==> src/rtl/cpu_debug_ctrl_if.sv <==
// cpu_debug_ctrl_if: monitor-side register window bus (address, write strobe, data in/out, window select).
interface cpu_debug_ctrl_if #(
    parameter int unsigned ADDR_W = 8
);
    logic [ADDR_W-1:0] A;
    logic              write;
    logic [7:0]        Din;
    logic [7:0]        Dout;
    logic              win_sel;

    modport master (output A, output write, output Din, input Dout, input win_sel);
    modport slave  (input A, input write, input Din, output Dout, output win_sel);
endinterface

==> src/rtl/cpu_debug_ctrl.sv <==
// cpu_debug_ctrl: 6502 halt/step/breakpoint controller stopping the CPU with a timed NMI pulse.
// Define CPU_DEBUG_PASSCOUNT_EN to add an 8-bit pass counter per breakpoint at window offset +3.
module cpu_debug_ctrl #(
    parameter int unsigned ADDR_W   = 8,
    parameter int unsigned WIN_BASE = 'hE0,
    parameter int unsigned NUM_BP   = 2,
    parameter int unsigned STEP_W   = 8,
    parameter int unsigned NMI_LEN  = 16
) (
    input  logic            clk,
    input  logic            rst_n,
    cpu_debug_ctrl_if.slave bus,
    input  logic            sync,
    input  logic [15:0]     cpu_addr,
    input  logic            b_step,
    input  logic            b_runhalt,
    input  logic            b_reset,
    output logic            nmiN,
    output logic            stopped,
    output logic [7:0]      acc,
    output logic [7:0]      x,
    output logic [7:0]      y,
    output logic [7:0]      sp,
    output logic [7:0]      sr,
    output logic [15:0]     pc
);
    localparam int unsigned WIN_SIZE = 16 + 4 * NUM_BP;
    localparam int unsigned CNT_W    = $clog2(NMI_LEN + 1);
    localparam int unsigned SC_W     = STEP_W + 1;

    typedef enum logic [2:0] {ST_RUN, ST_STOP, ST_STEPARMED, ST_STEPWAIT, ST_RESETSTEP} state_t;

    state_t              state;
    logic [SC_W-1:0]     sc;
    logic [SC_W-1:0]     tgt;
    logic [STEP_W-1:0]   step_cnt;
    logic [CNT_W-1:0]    nmi_cnt;
    logic [2:0]          sync_sr;
    logic                sync_rise;
    logic [ADDR_W-1:0]   off;
    logic                wr_c, stat_wr_c, resume_c;
    logic [7:0]          rd_c;
    logic [7:0]          dout_q;
    logic [15:0]         bp_addr [NUM_BP];
    logic [NUM_BP-1:0]   bp_en;
    logic                bp_hit_v;
    logic [2:0]          bp_idx;
    logic                bp_stop_c, check_c, bp_fire_c, stop_req_c;
    logic [2:0]          bp_idx_c;
`ifdef CPU_DEBUG_PASSCOUNT_EN
    logic [7:0]          bp_pass [NUM_BP];
    logic [NUM_BP-1:0]   pass_dec_c;
`endif

    assign bus.win_sel = (32'(bus.A) >= WIN_BASE) && (32'(bus.A) < WIN_BASE + WIN_SIZE);
    assign off         = ADDR_W'(32'(bus.A) - WIN_BASE);
    assign wr_c        = bus.write & bus.win_sel;
    assign stat_wr_c   = wr_c && (off == ADDR_W'(7));
    assign resume_c    = stat_wr_c & bus.Din[0];
    assign bus.Dout    = dout_q;

    // Two-flop synchroniser plus edge detector on the CPU SYNC line
    always_ff @(posedge clk or negedge rst_n) begin
        if (!rst_n) sync_sr <= '0;
        else        sync_sr <= {sync_sr[1:0], sync};
    end
    assign sync_rise = sync_sr[1] & ~sync_sr[2];

    // Breakpoint compare; descending scan so the lowest stopping index wins
    always_comb begin
        bp_stop_c = 1'b0;
        bp_idx_c  = '0;
`ifdef CPU_DEBUG_PASSCOUNT_EN
        pass_dec_c = '0;
`endif
        for (int i = int'(NUM_BP) - 1; i >= 0; i--) begin
            if (bp_en[i] && (cpu_addr == bp_addr[i])) begin
`ifdef CPU_DEBUG_PASSCOUNT_EN
                if (bp_pass[i] != 8'd0) begin
                    pass_dec_c[i] = 1'b1;
                end else begin
                    bp_stop_c = 1'b1;
                    bp_idx_c  = 3'(i);
                end
`else
                bp_stop_c = 1'b1;
                bp_idx_c  = 3'(i);
`endif
            end
        end
    end

    assign check_c   = sync_rise && ((state == ST_RUN) || ((state == ST_STEPWAIT) && !b_reset));
    assign bp_fire_c = check_c & bp_stop_c;
    assign tgt       = (step_cnt == '0) ? SC_W'(1) : {1'b0, step_cnt};

    always_comb begin
        stop_req_c = 1'b0;
        unique case (state)
            ST_RUN:       stop_req_c = b_step | b_runhalt | bp_fire_c;
            ST_STEPWAIT:  stop_req_c = !b_reset && sync_rise && (bp_stop_c || (sc == tgt));
            ST_RESETSTEP: stop_req_c = !b_reset && sync_rise;
            default:      stop_req_c = 1'b0;
        endcase
    end

    // NMI pulse generator; a request while the pulse is active is dropped
    always_ff @(posedge clk or negedge rst_n) begin
        if (!rst_n) begin
            nmiN    <= 1'b1;
            nmi_cnt <= '0;
        end else if (stop_req_c && nmiN) begin
            nmiN    <= 1'b0;
            nmi_cnt <= CNT_W'(NMI_LEN - 1);
        end else if (!nmiN) begin
            if (nmi_cnt == '0) nmiN <= 1'b1;
            else               nmi_cnt <= nmi_cnt - CNT_W'(1);
        end
    end

    // Debug FSM
    always_ff @(posedge clk or negedge rst_n) begin
        if (!rst_n) begin
            state   <= ST_RUN;
            stopped <= 1'b0;
            sc      <= '0;
        end else begin
            unique case (state)
                ST_RUN: if (stop_req_c) begin
                    state <= ST_STOP; stopped <= 1'b1;
                end
                ST_STOP: begin
                    if (b_reset) begin
                        state <= ST_RESETSTEP; stopped <= 1'b0; sc <= '0;
                    end else if (b_runhalt) begin
                        state <= ST_RUN; stopped <= 1'b0;
                    end else if (b_step) begin
                        state <= ST_STEPARMED; stopped <= 1'b0;
                    end
                end
                ST_STEPARMED: begin
                    if (b_reset)       state <= ST_RUN;
                    else if (resume_c) begin state <= ST_STEPWAIT; sc <= '0; end
                end
                ST_STEPWAIT: begin
                    if (b_reset)         state <= ST_RUN;
                    else if (stop_req_c) begin state <= ST_STOP; stopped <= 1'b1; end
                    else if (sync_rise)  sc <= sc + SC_W'(1);
                end
                ST_RESETSTEP: begin
                    if (b_reset)         state <= ST_RUN;
                    else if (stop_req_c) begin state <= ST_STOP; stopped <= 1'b1; end
                end
                default: begin
                    state <= ST_RUN; stopped <= 1'b0;
                end
            endcase
        end
    end

    // Window read mux; out-of-window addresses read 0
    always_comb begin
        rd_c = 8'h00;
        case (off)
            ADDR_W'(0): rd_c = acc;
            ADDR_W'(1): rd_c = x;
            ADDR_W'(2): rd_c = y;
            ADDR_W'(3): rd_c = sp;
            ADDR_W'(4): rd_c = pc[7:0];
            ADDR_W'(5): rd_c = pc[15:8];
            ADDR_W'(6): rd_c = sr;
            ADDR_W'(7): rd_c = {bp_hit_v, stopped, 3'b000, bp_idx};
            ADDR_W'(8): rd_c = 8'(step_cnt);
            default:    rd_c = 8'h00;
        endcase
        for (int i = 0; i < int'(NUM_BP); i++) begin
            if (off == ADDR_W'(16 + 4 * i)) rd_c = bp_addr[i][7:0];
            if (off == ADDR_W'(17 + 4 * i)) rd_c = bp_addr[i][15:8];
            if (off == ADDR_W'(18 + 4 * i)) rd_c = {7'b0, bp_en[i]};
`ifdef CPU_DEBUG_PASSCOUNT_EN
            if (off == ADDR_W'(19 + 4 * i)) rd_c = bp_pass[i];
`endif
        end
        if (!bus.win_sel) rd_c = 8'h00;
    end

    // Window registers; reads see the pre-write value
    always_ff @(posedge clk or negedge rst_n) begin
        if (!rst_n) begin
            dout_q <= '0; acc <= '0; x <= '0; y <= '0; sp <= '0; sr <= '0; pc <= '0;
            step_cnt <= '0; bp_en <= '0; bp_hit_v <= 1'b0; bp_idx <= '0;
            for (int i = 0; i < int'(NUM_BP); i++) begin
                bp_addr[i] <= '0;
`ifdef CPU_DEBUG_PASSCOUNT_EN
                bp_pass[i] <= '0;
`endif
            end
        end else begin
            dout_q <= rd_c;
            if (wr_c) begin
                case (off)
                    ADDR_W'(0): acc           <= bus.Din;
                    ADDR_W'(1): x             <= bus.Din;
                    ADDR_W'(2): y             <= bus.Din;
                    ADDR_W'(3): sp            <= bus.Din;
                    ADDR_W'(4): pc[7:0]       <= bus.Din;
                    ADDR_W'(5): pc[15:8]      <= bus.Din;
                    ADDR_W'(6): sr            <= bus.Din;
                    ADDR_W'(8): step_cnt      <= STEP_W'(bus.Din);
                    default: ;
                endcase
            end
            for (int i = 0; i < int'(NUM_BP); i++) begin
                if (wr_c && (off == ADDR_W'(16 + 4 * i))) bp_addr[i][7:0]  <= bus.Din;
                if (wr_c && (off == ADDR_W'(17 + 4 * i))) bp_addr[i][15:8] <= bus.Din;
                if (wr_c && (off == ADDR_W'(18 + 4 * i))) bp_en[i]         <= bus.Din[0];
`ifdef CPU_DEBUG_PASSCOUNT_EN
                if (wr_c && (off == ADDR_W'(19 + 4 * i))) bp_pass[i] <= bus.Din;
                else if (check_c && pass_dec_c[i])       bp_pass[i] <= bp_pass[i] - 8'd1;
`endif
            end
            if (bp_fire_c) begin
                bp_hit_v <= 1'b1;
                bp_idx   <= bp_idx_c;
            end else if (stat_wr_c) begin
                bp_hit_v <= 1'b0;
            end
        end
    end
endmodule

==> src/flat_wrapper.sv <==
// flat-port wrapper written by rule: the top's interface ports become plain ports
module cpu_debug_ctrl_flat 
#(
    parameter int unsigned ADDR_W   = 8,
    parameter int unsigned WIN_BASE = 'hE0,
    parameter int unsigned NUM_BP   = 2,
    parameter int unsigned STEP_W   = 8,
    parameter int unsigned NMI_LEN  = 16
)
  (clk, rst_n, sync, cpu_addr, b_step, b_runhalt, b_reset, nmiN, stopped, acc, x, y, sp, sr, pc, bus_A, bus_write, bus_Din, bus_Dout, bus_win_sel);
  cpu_debug_ctrl_if #(.ADDR_W(ADDR_W)) bus_i ();
  input  logic clk;
  input  logic rst_n;
  input  logic sync;
  input  logic [15:0] cpu_addr;
  input  logic b_step;
  input  logic b_runhalt;
  input  logic b_reset;
  output logic nmiN;
  output logic stopped;
  output logic [7:0] acc;
  output logic [7:0] x;
  output logic [7:0] y;
  output logic [7:0] sp;
  output logic [7:0] sr;
  output logic [15:0] pc;
  input wire logic [$bits(bus_i.A)-1:0] bus_A;
  input wire logic [$bits(bus_i.write)-1:0] bus_write;
  input wire logic [$bits(bus_i.Din)-1:0] bus_Din;
  output wire logic [$bits(bus_i.Dout)-1:0] bus_Dout;
  output wire logic [$bits(bus_i.win_sel)-1:0] bus_win_sel;
  assign bus_i.A = bus_A;
  assign bus_i.write = bus_write;
  assign bus_i.Din = bus_Din;
  assign bus_Dout = bus_i.Dout;
  assign bus_win_sel = bus_i.win_sel;
  cpu_debug_ctrl #(.ADDR_W(ADDR_W), .WIN_BASE(WIN_BASE), .NUM_BP(NUM_BP), .STEP_W(STEP_W), .NMI_LEN(NMI_LEN)) u_core (.clk(clk), .rst_n(rst_n), .bus(bus_i), .sync(sync), .cpu_addr(cpu_addr), .b_step(b_step), .b_runhalt(b_runhalt), .b_reset(b_reset), .nmiN(nmiN), .stopped(stopped), .acc(acc), .x(x), .y(y), .sp(sp), .sr(sr), .pc(pc));
endmodule
==> config.mk <==
export PLATFORM = sky130hd
export DESIGN_NAME = cpu_debug_ctrl_flat
export DESIGN_NICKNAME = d
export VERILOG_FILES = /design/src/rtl/cpu_debug_ctrl_if.sv /design/src/rtl/cpu_debug_ctrl.sv /design/src/flat_wrapper.sv
export SDC_FILE = /design/constraint.sdc
export NUM_CORES = 1
export LEC_CHECK = 0
export CAP_MARGIN = 20
export CORE_AREA = 2 2 106 128
export DETAILED_ROUTE_END_ITERATION = 8
export DIE_AREA = 0 0 108 130
export PLACE_DENSITY = 0.79
export SETUP_SLACK_MARGIN = 0.05
export SLEW_MARGIN = 10
export SYNTH_ARGS = -nofsm -noshare
export SYNTH_HDL_FRONTEND = slang
export SYNTH_SLANG_ARGS = --single-unit
==> constraint.sdc <==
create_clock -name clk -period 3.4 [get_ports clk]
set_clock_uncertainty 0.2 [all_clocks]
set_input_delay 0.51 -clock clk [delete_from_list [all_inputs] [get_ports clk]]
set_output_delay 0.51 -clock clk [all_outputs]
set_load 0.005 [all_outputs]
Yosys cells after proc, flatten, opt, wreduce, memory -nomap -nowiden
Index checks and enable logic that the tools add are counted.
Widths: inputs -> output; s select.

storage, ports and cells
  bits of input ports = 39
  output and inout port bits = 67
  bits in registers = 132

cells by class
  eq/ne operators = 32
  reductions and logical operators = 37
  muxes and demuxes = 43
  add/sub/neg operators = 3
  $lt $le $gt $ge = 2
  bitwise operators = 8

operator list
  operator             count
  $pmux 8 s9           1
  $mux 8               8
  $mux 9               6
  $eq 8x5->1 const B   6
  $eq 16x16->1         2
  $eq 8x3->1 const B   4
  $pmux 9 s3           1
  $mux 3               7
  $reduce_and 2->1     10
  $eq 8x2->1 const B   2
  $logic_not 8->1      2
  $logic_and 1x1->1    15
  $mux 5               3
  $mux 1               14
  $ne 2x2->1 const B   6
  $pmux 3 s4           1
  $add 9x1->9 const B  1
  $eq 9x9->1           1
  $eq 8x1->1 const B   1
  $eq 8x4->1 const B   1
  $ge 8x8->1 const B   1
  $lt 8x8->1 const B   1
  $sub 8x8->8 const B  1
  $reduce_and 7->1     1
  other kinds (20)     29

Depth between registers and ports, before layout
Gate-level depths: netlist of run 1.

  depth in word-level cells = 10
  depth in mapped cells = 11

Worst setup path before layout of run 1
No wires, ideal clock.

  path type = input port to flip-flop
  from = input port bus_A[5]
  to = register u_core.sc[6]
  arrival = 2,660 ps
  buffers on the path = 0
  stages = 8
  path slack = 462 ps
  data required time = 3,122 ps
  cells stage by stage = ha_1 > nand2b_1 > nor4_4 > nand3_2 > o21a_1 > or3_4 > or4_1 > a21oi_1

on the way
  cells in the longest elaborated chain, start to end = 7

ends and longest elaborated chain
  element                                              line                   text
  from (decl)                                          flat_wrapper.sv:27     input wire logic [$bits(bus_i.A)-1:0] bus_A;
  branches (longest 3 deep; another with $sub 8x8->8)  --
  $logic_and 1x1->1 (*)                                cpu_debug_ctrl.sv:58   assign stat_wr_c = wr_c && (off == ADDR_W'(7));
  $and 1x1->1 (*)                                      cpu_debug_ctrl.sv:59   assign resume_c = stat_wr_c & bus.Din[0];
  $ne 2x1->1 (no line) (*)                             --
  $reduce_and 7->1 (no line) (*)                       --
  to (signal assigned)                                 cpu_debug_ctrl.sv:148  else if (sync_rise) sc <= sc + SC_W'(1);
  to (decl)                                            cpu_debug_ctrl.sv:34   logic [SC_W-1:0] sc;

Mark *: on every way between the ends.
A chain may end at the register's enable or synchronous reset.

Worst setup path after layout of run 1
  from = input port bus_A[6]
  to = register u_core.dout_q[7] (netlist: u_core.bus.Dout[7])

on the way
  cells in the longest elaborated chain, start to end = 10

ends and longest elaborated chain
  element                                   line                   text
  $sub 8x8->8                               cpu_debug_ctrl.sv:56   assign off = ADDR_W'(32'(bus.A) - WIN_BASE);
  $eq 8x4->1, or another cell as far along  cpu_debug_ctrl.sv:164  case (off)
  $pmux 8 s9                                cpu_debug_ctrl.sv:164
  $mux 8                                    cpu_debug_ctrl.sv:177  if (off == ADDR_W'(16 + 4 * i)) rd_c = bp_addr[i][7:0];
  $mux 8                                    cpu_debug_ctrl.sv:178  if (off == ADDR_W'(17 + 4 * i)) rd_c = bp_addr[i][15:8];
  $mux 8                                    cpu_debug_ctrl.sv:179  if (off == ADDR_W'(18 + 4 * i)) rd_c = {7'b0, bp_en[i]};
  $mux 8                                    cpu_debug_ctrl.sv:177
  $mux 8                                    cpu_debug_ctrl.sv:178
  $mux 8                                    cpu_debug_ctrl.sv:179
  $mux 8 (*)                                cpu_debug_ctrl.sv:184  if (!bus.win_sel) rd_c = 8'h00;
  via u_core.rd_c[7]                        cpu_debug_ctrl.sv:42   logic [7:0] rd_c;
  to (signal assigned)                      cpu_debug_ctrl.sv:199  dout_q <= rd_c;
  to (decl)                                 cpu_debug_ctrl.sv:43   logic [7:0] dout_q;

The timed path passes the listed nets; every way through them passes the cells marked *.

==> results of run 1 <==
==> repair_timing <==
action | CTS | global route
hold buffers | 1 | 0
endpoints found under the setup margin | 0 | 0
gates resized for setup | 0 | 0
hold endpoints to repair | 48 | 0
setup buffers | 0 | 0
==> placed cells by master (no fill, tap or decap), types with 6 or more instances in the layout <==
cell and instances:
nand2b_1 6, inv_1 10, xor2_1 10, nand4_1 7, o21ai_0 7, nand2_1 39
nor2b_1 8, dfrtp_1 129, nor3_1 11, buf_4 41, a31oi_1 6, nor2_1 17
mux2_2 106, a221oi_1 8, or4_1 9, a21oi_1 13, and3_1 8, a22oi_1 17
xnor2_1 32, nand3_1 14, clkbuf_16 17, clkdlybuf4s50_1 104
==> critical path: stages <==
cell and delay [ns]:
clkdlybuf4s50_1 0.49, ha_1 0.22, xor2_2 0.33, or4b_1 0.36
nor2_1 0.16, a22oi_1 0.20, o211ai_1 0.15, a2111oi_0 0.65
o32ai_1 0.20
==> area by class of cell <==
cell class,count,area share (%)
Clock buffer,17,4.788
Clock inverter,15,2.338
Inverter,10,0.4225
Multi-Input combinational cell,417,37.71
Sequential cell,130,36.63
Tap cell,168,2.366
Timing Repair Buffer,148,15.74
==> power groups by stage <==
stage	sequential, mW	clock [mW]	combinational [mW]
finish	1.71	1.97	0.574
CTS	1.71	1.99	0.573
floorplan	1.69	0	0.369
global route	1.72	2.05	0.635
detailed placement	1.73	0	0.566
global placement	1.73	0	0.546
==> through the flow <==
step | power [mW] | cell area [sq um]
floorplan | 2.056 | 6763
CTS | 4.270 | 8885
global placement | 2.273 | 8242
detailed placement | 2.299 | 8242
global route | 4.407 | 8885
finish | 4.252 | 8885
==> sequential cells by signal, indices dropped and copies added (netlist names) <==
signal / cells
u_core.step_cnt: 8
u_core.acc: 8
u_core.bp_en: 2
u_core.nmi_cnt: 5
u_core.stopped: 1
u_core.sp: 8
u_core.bp_idx: 1
u_core.x: 8
u_core.y: 8
u_core.sc: 9
u_core.bp_addr: 32
u_core.sr: 8
u_core.nmiN: 1
u_core.pc: 16
u_core.bp_hit_v: 1
u_core.state: 3
u_core.sync_sr: 3
u_core.bus.Dout: 8
==> logic make-up (layout without fill, tap and decap cells) <==
family	Yosys count	after routing	share of synthesized area (%)
flops	130	130	48.12
fa+ha+maj	4	4	0.7401
compound gates	95	95	10.36
xor+xnor	43	43	5.680
mux	111	111	18.39
simple gates	164	164	14.38
buf+inv	37	190	2.331
==> metal layers <==
layer / part of all wire (%) / track usage (%)
met4: 3.8 / 15.38
met1: 41 / 39.37
met5: 0 / 0
met2: 49 / 52.20
met3: 6.0 / 6.444
==> how the worst min path moves through the flow <==
stage,start,end,cells past startpoint
after global placement,u_core.sync_sr[0]$_DFF_PN0_,u_core.sync_sr[1]$_DFF_PN0_,0
after global routing,u_core.sync_sr[0]$_DFF_PN0_,u_core.sync_sr[1]$_DFF_PN0_,0
after floorplan,rst_n,u_core.acc[0]$_DFFE_PN0P_,0
after CTS,u_core.sync_sr[0]$_DFF_PN0_,u_core.sync_sr[1]$_DFF_PN0_,0
after detailed placement,u_core.sync_sr[0]$_DFF_PN0_,u_core.sync_sr[1]$_DFF_PN0_,0
final,u_core.sync_sr[0]$_DFF_PN0_,u_core.sync_sr[1]$_DFF_PN0_,0
==> results.sh, run 1 <==
export IMPL_die_w_microns=108
export IMPL_tritoncts="done"
export IMPL_synthFlopType="dfrtp_1"
export IMPL_min_path_type="register to register"
export IMPL_max_cap_viol_count=0
export IMPL_combinationalPowerShare_pct=13.5
export IMPL_swShare_pct=26.85
export IMPL_gr_total_overflow=0
export IMPL_ant_nets=0
export IMPL_synth_edf_count=0
export IMPL_seq_power_share_pct=40.2
export IMPL_synth_top_area_share_pct=47.73
export IMPL_core_sq_um=12950
export IMPL_antenna_found_initial=0
export IMPL_r2r_slack_ns=0.44
export IMPL_power_density_nw_per_um2=478.6
export IMPL_seq_area_sq_um=3254
export IMPL_r2r_start="u_core.step_cnt[4]$_DFFE_PN0P_"
export IMPL_timing_critical_path_fanout_max=8
export IMPL_critical_path_startpoint="bus_A[6]"
export IMPL_num_vias=5623
export IMPL_post_drt_wl_per_cell_microns=23.06
export IMPL_hold_slack_ns=0.1566
export IMPL_antennaDiodeCount=0
export IMPL_wirelength_microns=20870
export IMPL_grt_pass1_vias=5872
export IMPL_placed_cells=872
export IMPL_post_route_period_util_pct=93.70
export IMPL_cp_end_kind="register"
export IMPL_fmax_ghz=0.3139
export IMPL_hold_viol=0
export IMPL_critPathLaunchType="input port"
export IMPL_endpoint="u_core.bus.Dout[7]$_DFF_PN0_"
export IMPL_switching_power_mw=1.142
export IMPL_setup_ws_ns=0.2141
export IMPL_fin_nets=767
export IMPL_io_pins=106
export IMPL_synth_top_cell_by_area="dfrtp_1"
export IMPL_start_util_pct=52.22
export IMPL_cts_htree_levels=4
export IMPL_worst_slew_pin_slew_ns=0.7693
export IMPL_placement_rows=46
export IMPL_ys_ff_latch=130
export IMPL_first_pass_iters=6
export IMPL_clkSlewWorstSetupHoldPaths_ns=0.06
export IMPL_synth_cell_area_sq_um=6763
export IMPL_syn_num_nets=627
export IMPL_drc=0
export IMPL_path_class="input port to register"
export IMPL_rsz0062_at_grt="no"
export IMPL_finalSetupTns_ns=0
export IMPL_grt_max_degree=62
export IMPL_synthTopCellsByCount="129 x dfrtp_1, 106 x mux2_2, 39 x nand2_1, 32 x xnor2_1"
export IMPL_ir_drop_uv=486.5
export IMPL_maxSlewViolCount=0
export IMPL_fin_cells=905
export IMPL_p_int_mw=3.110
export IMPL_dp_hpwl_microns=15090
export IMPL_syn_area_per_cell_sq_um=11.58
export IMPL_fin_util_pct=68.61
export IMPL_cp_required_ns=3.48
export IMPL_clock_insertion_delay_worst_skew_ns=0.44
export IMPL_area_delta_synth_final_pct=31.38
export IMPL_gp_congestion=0.9048
export IMPL_drive_gt1_share_pct=27.68
export IMPL_port_buffers=105
export IMPL_ys_types=71
export IMPL_setup_viol=0
export IMPL_root_buffer="clkbuf_16"
export IMPL_clock_path_buffers=2
export IMPL_dieArea_sq_um=14040
export IMPL_grt_usage_pct=31.46
export IMPL_vias_per_cell=6.213
export IMPL_multi_input_area_sq_um=3351
export IMPL_grt_pass1_wl_microns=32550
export IMPL_slew_headroom_pct=48.55
export IMPL_drt_iter0_markers=475
export IMPL_dpl_worst_slack_ns=-0.1625
export IMPL_dieHeight_microns=130
export IMPL_status="finished clean"
export IMPL_seq_area_frac_synth_pct=48.12
export IMPL_reg2reg_to="u_core.sc[5]$_DFFE_PN0P_"
export IMPL_cts_buffers_inserted=17
export IMPL_synth_area_top_cells="dfrtp_1 48%, mux2_2 18%, xnor2_1 4.1%"
export IMPL_cts_sinks=130
export IMPL_synthCells=584
export IMPL_clockPowerShare_pct=46.3
export IMPL_post_synth_top_count_cell="dfrtp_1"
export IMPL_cp_arrival_ns=3.27
export IMPL_p_leak_nw=3.906
export IMPL_period_needed_ns=3.186
export IMPL_synthArstFlopShare_pct=100.0
export IMPL_ys_warn_count=0
export IMPL_fill_cells=1021
export IMPL_r2r_cells=8
Power figures use the tool's default switching activity.
==> run 2, diff against run 1 <==
Settings changed: CORE_AREA 2 2 106 128 to 2 2 111 134, DIE_AREA 0 0 108 130 to 0 0 113 136, PLACE_DENSITY 0.79 to 0.75.
Clock period 3.4 ns to 2.86 ns, I/O delays scaled along.
==> run 2 against run 1 <==
Effect of this change: the run now ends with DRC left; cell count rose by 6.4%; setup slack got worse by 0.16 ns; power increased by 15%; utilization is 2.1 points lower; via count is 4.3% higher; worst hold slack improved by 0.0096 ns; sequential power up 19%; wire length is 7.3% higher; global-route usage fell by 1.5 points; sequential cell count stayed put; largest power group is now registers.
==> results.sh, run 2 (synthesis results as in run 1) <==
export IMPL_status="complete, but fails checks"
export IMPL_failed_checks="DRC"
export IMPL_setup_viol=0
export IMPL_grt_pass1_wl_microns=34690
export IMPL_hold_start="u_core.sync_sr[0]$_DFF_PN0_"
export IMPL_power_density_nw_per_um2=520.5
export IMPL_grt_pass1_vias=6062
export IMPL_min_path_type="register to register"
export IMPL_dieHeight_microns=136
export IMPL_grt_max_degree=131
export IMPL_ant_nets=0
export IMPL_worst_slew_pin_slew_ns=0.7580
export IMPL_post_drt_wl_per_cell_microns=23.26
export IMPL_placement_rows=48
export IMPL_clock_path_buffers=2
export IMPL_seq_power_share_pct=41.3
export IMPL_cts_sinks=130
export IMPL_wirelength_microns=22400
export IMPL_antennaDiodeCount=0
export IMPL_core_sq_um=14170
export IMPL_cp_required_ns=3.00
export IMPL_start_util_pct=47.71
export IMPL_gr_total_overflow=0
export IMPL_timing_critical_path_fanout_max=6
export IMPL_clkSlewWorstSetupHoldPaths_ns=0.06
export IMPL_switching_power_mw=1.358
export IMPL_num_vias=5862
export IMPL_drc=5
export IMPL_drive_gt1_share_pct=35.53
export IMPL_regMostFlops="u_core.bp_addr"
export IMPL_swShare_pct=27.67
export IMPL_tritoncts="done"
export IMPL_r2r_start="u_core.step_cnt[6]$_DFFE_PN0P_"
export IMPL_dieArea_sq_um=15370
export IMPL_p_leak_nw=4.187
export IMPL_first_pass_iters=9
export IMPL_fmax_ghz=0.3567
export IMPL_period_needed_ns=2.803
export IMPL_finalSetupTns_ns=0
export IMPL_r2r_slack_ns=0.06
export IMPL_post_route_period_util_pct=98.01
export IMPL_vias_per_cell=6.087
export IMPL_max_cap_viol_count=0
export IMPL_final_cell_mix="126 x dfrtp_1, 105 x mux2_2, 99 x clkdlybuf4s50_1"
export IMPL_io_pins=106
export IMPL_reg2reg_to="u_core.sc[6]$_DFFE_PN0P_"
export IMPL_critical_path_cell_chain="or4_4, nor4_4, buf_4, mux2i_4, o21a_1, a22oi_2, buf_6, or4_4, a21oi_2"
export IMPL_port_buffers=105
export IMPL_root_buffer="clkbuf_16"
export IMPL_cp_end_kind="register"
export IMPL_holdPathStages=0
export IMPL_combinationalPowerShare_pct=17.7
export IMPL_drt_iter0_markers=444
export IMPL_critPathLaunchType="register"
export IMPL_antenna_found_initial=0
export IMPL_mostFrequentLayoutCell="dfrtp_1"
export IMPL_maxSlewViolCount=0
export IMPL_hold_slack_ns=0.1661
export IMPL_crit_top_cell="or4_4"
export IMPL_die_w_microns=113
export IMPL_slowest_delay_ns=0.54
export IMPL_dp_hpwl_microns=16120
export IMPL_ir_drop_uv=356.9
export IMPL_largest_reg_flops=32
export IMPL_cp_arrival_ns=2.95
export IMPL_cpMaxStageDelayCell="or4_4"
export IMPL_slew_headroom_pct=49.46
export IMPL_rsz0062_at_grt="yes"
export IMPL_fin_util_pct=66.52
export IMPL_fill_cells=1083
export IMPL_r2r_cells=9
export IMPL_fin_nets=820
export IMPL_clock_insertion_delay_worst_skew_ns=0.43
export IMPL_cts_buffers_inserted=17
export IMPL_cts_htree_levels=4
export IMPL_clockPowerShare_pct=41.0
export IMPL_path_class="register to register"
export IMPL_grt_usage_pct=29.98
export IMPL_gp_congestion=0.9294
export IMPL_p_int_mw=3.549
export IMPL_area_delta_synth_final_pct=39.41
export IMPL_reg_largest_list="u_core.bp_addr (32), u_core.pc (16), u_core.sc (9)"
export IMPL_hold_viol=0
export IMPL_hold_path_end="u_core.sync_sr[1]$_DFF_PN0_"
-- run 2: metrics by stage --
step | setup slack [ns] | power (mW) | area, sq um | instances
5_1_grt | -0.04099 | 5.095 | 9428 | 963
6_report | 0.05683 | 4.907 | 9428 | 963
3_5_place_dp | -0.6066 | 2.816 | 8676 | 928
4_1_cts | 0.02281 | 4.888 | 9325 | 962
2_1_floorplan | 0.06004 | 2.446 | 6770 | 584
3_3_place_gp | -0.5516 | 2.779 | 8676 | 928
-- run 2: layer usage --
metal	track usage (%)	share of wire, %	up-vias
met5	0	0	-
met4	12.53	3.3	0
met3	5.395	6.1	51
met1	38.46	41	2961
li1	-	-	2577
met2	50.13	49	273
-- run 2: how the worst max path moves through the flow --
| stage | cells past startpoint | to | start | slack (ns) |
|---|---|---|---|---|
| after floorplan | 8 | u_core.sc[6]$_DFFE_PN0P_ | bus_A[5] | 0.06 |
| after global placement | 8 | u_core.bus.Dout[6]$_DFF_PN0_ | bus_A[5] | -0.55 |
| after detailed placement | 9 | u_core.bus.Dout[6]$_DFF_PN0_ | bus_A[5] | -0.61 |
| after CTS | 9 | u_core.sc[4]$_DFFE_PN0P_ | u_core.step_cnt[6]$_DFFE_PN0P_ | 0.02 |
| after global routing | 9 | u_core.sc[6]$_DFFE_PN0P_ | u_core.step_cnt[4]$_DFFE_PN0P_ | -0.04 |
| final | 9 | u_core.sc[6]$_DFFE_PN0P_ | u_core.step_cnt[6]$_DFFE_PN0P_ | 0.06 |
-- run 2: what timing repair did --
item,4_1_cts,5_1_grt
gates resized for setup,23,22
hold buffers,1,0
gates cloned,1,0
endpoints found under the hold margin,129,0
endpoints found under the setup margin,29,10
setup buffers,2,1
pin swaps,11,7
-- run 2: cell type report --
type                    count  area (sq um)  area share (%)
well taps                 175         219.0           2.322
clock buffers              22         454.2           4.818
flip-flops and latches    130          3258           34.56
multi-input cells         417          3512           37.25
repair buffers            201          1863           19.76
inverters                  10         37.54          0.3981
clock inverters             8         83.83          0.8892
-- run 2: worst max-delay path, delay by kind of cell, from the launching register on --
family          cells  cell delay (ns)
mux                 1             0.23
flops               1             0.37
buf+inv             2             0.32
compound gates      3             0.40
simple gates        3             1.19
-- run 2: power by group through the flow --
stage / Combinational [mW] / Sequential [mW] / Clock (mW)
4_1_cts: 0.831 / 2.02 / 2.04
3_3_place_gp: 0.734 / 2.04 / 0
3_5_place_dp: 0.763 / 2.05 / 0
6_report: 0.866 / 2.03 / 2.01
5_1_grt: 0.941 / 2.04 / 2.12
2_1_floorplan: 0.440 / 2.01 / 0
==> run 3, diff against run 2 <==
Settings changed: CELL_PAD_IN_SITES_DETAIL_PLACEMENT from default to 0, CELL_PAD_IN_SITES_GLOBAL_PLACEMENT from default to 2, CORE_AREA 2 2 111 134 to 2 2 136 165, DIE_AREA 0 0 113 136 to 0 0 138 167, PLACE_DENSITY 0.75 to 0.78.
==> run 3 against run 2 <==
Effect of this change: the run now ends clean; fmax increased by 0.60%; register-to-register slack improved by 0.02 ns; highest routed layer unchanged; critical path type unchanged; sequential power about the same; combinational power increased by 12%.
==> results.sh, run 3 (synthesis results as in run 1) <==
export IMPL_power_density_nw_per_um2=533.2
export IMPL_worst_slew_pin_slew_ns=0.7411
export IMPL_largest_reg_flops=32
export IMPL_gr_total_overflow=0
export IMPL_hold_viol=0
export IMPL_ir_drop_uv=412.7
export IMPL_r2r_slack_ns=0.07
export IMPL_num_vias=5675
export IMPL_antennaDiodeCount=0
export IMPL_dieHeight_microns=167
export IMPL_dp_hpwl_microns=17060
export IMPL_dieArea_sq_um=23050
export IMPL_fill_cells=2018
export IMPL_cp_end_kind="register"
export IMPL_die_w_microns=138
export IMPL_fin_nets=836
export IMPL_maxSlewViolCount=0
export IMPL_p_leak_nw=4.317
export IMPL_hold_path_end="u_core.sync_sr[1]$_DFF_PN0_"
export IMPL_path_class="register to register"
export IMPL_root_buffer="clkbuf_16"
export IMPL_setup_viol=0
export IMPL_holdPathStages=0
export IMPL_min_path_type="register to register"
export IMPL_grt_pass1_vias=6065
export IMPL_reg_largest_list="u_core.bp_addr (32), u_core.pc (16), u_core.sc (9)"
export IMPL_tritoncts="done"
export IMPL_period_needed_ns=2.786
export IMPL_grt_pass1_wl_microns=35300
export IMPL_drt_iter0_markers=395
export IMPL_post_route_period_util_pct=97.43
export IMPL_rsz0062_at_grt="yes"
export IMPL_max_cap_viol_count=0
export IMPL_cts_buffers_inserted=17
export IMPL_finalSetupTns_ns=0
export IMPL_grt_usage_pct=20.00
export IMPL_cp_required_ns=2.97
export IMPL_r2r_cells=11
export IMPL_hold_slack_ns=0.1506
export IMPL_antenna_found_initial=0
export IMPL_timing_critical_path_fanout_max=6
export IMPL_port_buffers=105
export IMPL_clock_path_buffers=2
export IMPL_r2r_start="u_core.step_cnt[6]$_DFFE_PN0P_"
export IMPL_final_cell_mix="129 x dfrtp_1, 105 x mux2_2, 101 x clkdlybuf4s50_1"
export IMPL_mostFrequentLayoutCell="dfrtp_1"
export IMPL_area_delta_synth_final_pct=44.31
export IMPL_regMostFlops="u_core.bp_addr"
export IMPL_critPathLaunchType="register"
export IMPL_cp_arrival_ns=2.89
export IMPL_fmax_ghz=0.3589
export IMPL_vias_per_cell=5.255
export IMPL_drive_gt1_share_pct=36.97
export IMPL_start_util_pct=31.59
export IMPL_ant_nets=0
export IMPL_reg2reg_to="u_core.sc[6]$_DFFE_PN0P_"
export IMPL_slew_headroom_pct=50.44
export IMPL_clkSlewWorstSetupHoldPaths_ns=0.06
export IMPL_cts_sinks=130
export IMPL_cts_htree_levels=4
export IMPL_grt_max_degree=62
export IMPL_drc=0
export IMPL_post_drt_wl_per_cell_microns=21.52
export IMPL_clock_insertion_delay_worst_skew_ns=0.42
export IMPL_placement_rows=59
export IMPL_wirelength_microns=23240
export IMPL_first_pass_iters=5
export IMPL_status="finished clean"
export IMPL_io_pins=106
export IMPL_hold_start="u_core.sync_sr[0]$_DFF_PN0_"
export IMPL_gp_congestion=0.9155
export IMPL_core_sq_um=21410
-- run 3: changes by cell type in the layout (fill, tap and decap cells not counted), moves of 4 or more --
cell	previous run	this run
clkbuf_1	4	0
buf_4	87	100
inv_6	0	7
xnor2_1	28	32
o31ai_1	5	0
o31ai_4	0	4
xnor2_2	4	0
-- run 3: per-stage QoR --
| stage | instances | area (sq um) | util (%) | setup WS [ns] | power (mW) |
|---|---|---|---|---|---|
| 4_1_cts | 1077 | 9562 | 44.66 | 0.05092 | 5.125 |
| 6_report | 1080 | 9759 | 45.59 | 0.07362 | 5.204 |
| 5_1_grt | 1080 | 9759 | 45.59 | -0.02237 | 5.398 |
| 2_1_floorplan | 584 | 6770 | - | 0.06004 | 2.446 |
| 3_5_place_dp | 1041 | 8917 | 41.65 | -0.5162 | 2.859 |
| 3_3_place_gp | 1041 | 8917 | 41.65 | -0.5023 | 2.839 |
-- run 3: what timing repair did --
item | CTS | global route
setup endpoints to repair | 11 | 13
gates resized for setup | 8 | 38
cloned | 0 | 1
pin swaps | 4 | 20
endpoints found under the hold margin | 25 | 0
setup buffers | 3 | 2
hold buffers | 1 | 0
-- run 3: critical path, cell delays in order (launching register included) --
cell     delay [ns]
dfrtp_1        0.38
or4_4          0.55
nor4_4         0.21
buf_4          0.15
mux2i_2        0.20
o21a_1         0.16
a22oi_2        0.08
buf_6          0.17
buf_6          0.12
buf_6          0.12
o31ai_4        0.25
a21oi_2        0.09
-- run 3: report_power, final --
group          internal [mW]  leakage [nW]  switching [mW]  total, mW
Combinational          0.472          2.24           0.496      0.968
Sequential              1.92          1.78          0.0911       2.01
Clock                   1.31         0.294           0.915       2.22
Total                   3.70          4.32            1.50       5.20
-- run 3: cell type report --
class / count / area [sq um] / share of cell area (%)
Tap cell: 274 / 342.8 / 3.513
Multi-Input combinational cell: 417 / 3531 / 36.18
Sequential cell: 130 / 3254 / 33.35
Inverter: 10 / 37.54 / 0.3846
Clock buffer: 17 / 425.4 / 4.359
Clock inverter: 15 / 170.2 / 1.744
Timing Repair Buffer: 217 / 1998 / 20.47
-- run 3: worst max path at each step --
| stage | start | to | cells after the start |
|---|---|---|---|
| CTS | u_core.step_cnt[5]$_DFFE_PN0P_ | u_core.sc[2]$_DFFE_PN0P_ | 10 |
| detailed placement | bus_A[5] | u_core.bus.Dout[4]$_DFF_PN0_ | 9 |
| floorplan | bus_A[5] | u_core.sc[6]$_DFFE_PN0P_ | 8 |
| global route | u_core.step_cnt[4]$_DFFE_PN0P_ | u_core.sc[6]$_DFFE_PN0P_ | 11 |
| finish | u_core.step_cnt[6]$_DFFE_PN0P_ | u_core.sc[6]$_DFFE_PN0P_ | 11 |
| global placement | bus_A[5] | u_core.bus.Dout[4]$_DFF_PN0_ | 9 |
-- run 3: per-layer routing --
| layer | vias up | share of wire [%] | GRT usage [%] |
|---|---|---|---|
| li1 | 2598 | - | - |
| met1 | 2887 | 42 | 24.46 |
| met2 | 154 | 51 | 34.89 |
| met3 | 36 | 4.2 | 3.853 |
| met4 | 0 | 2.9 | 7.631 |
| met5 | - | 0 | 0 |
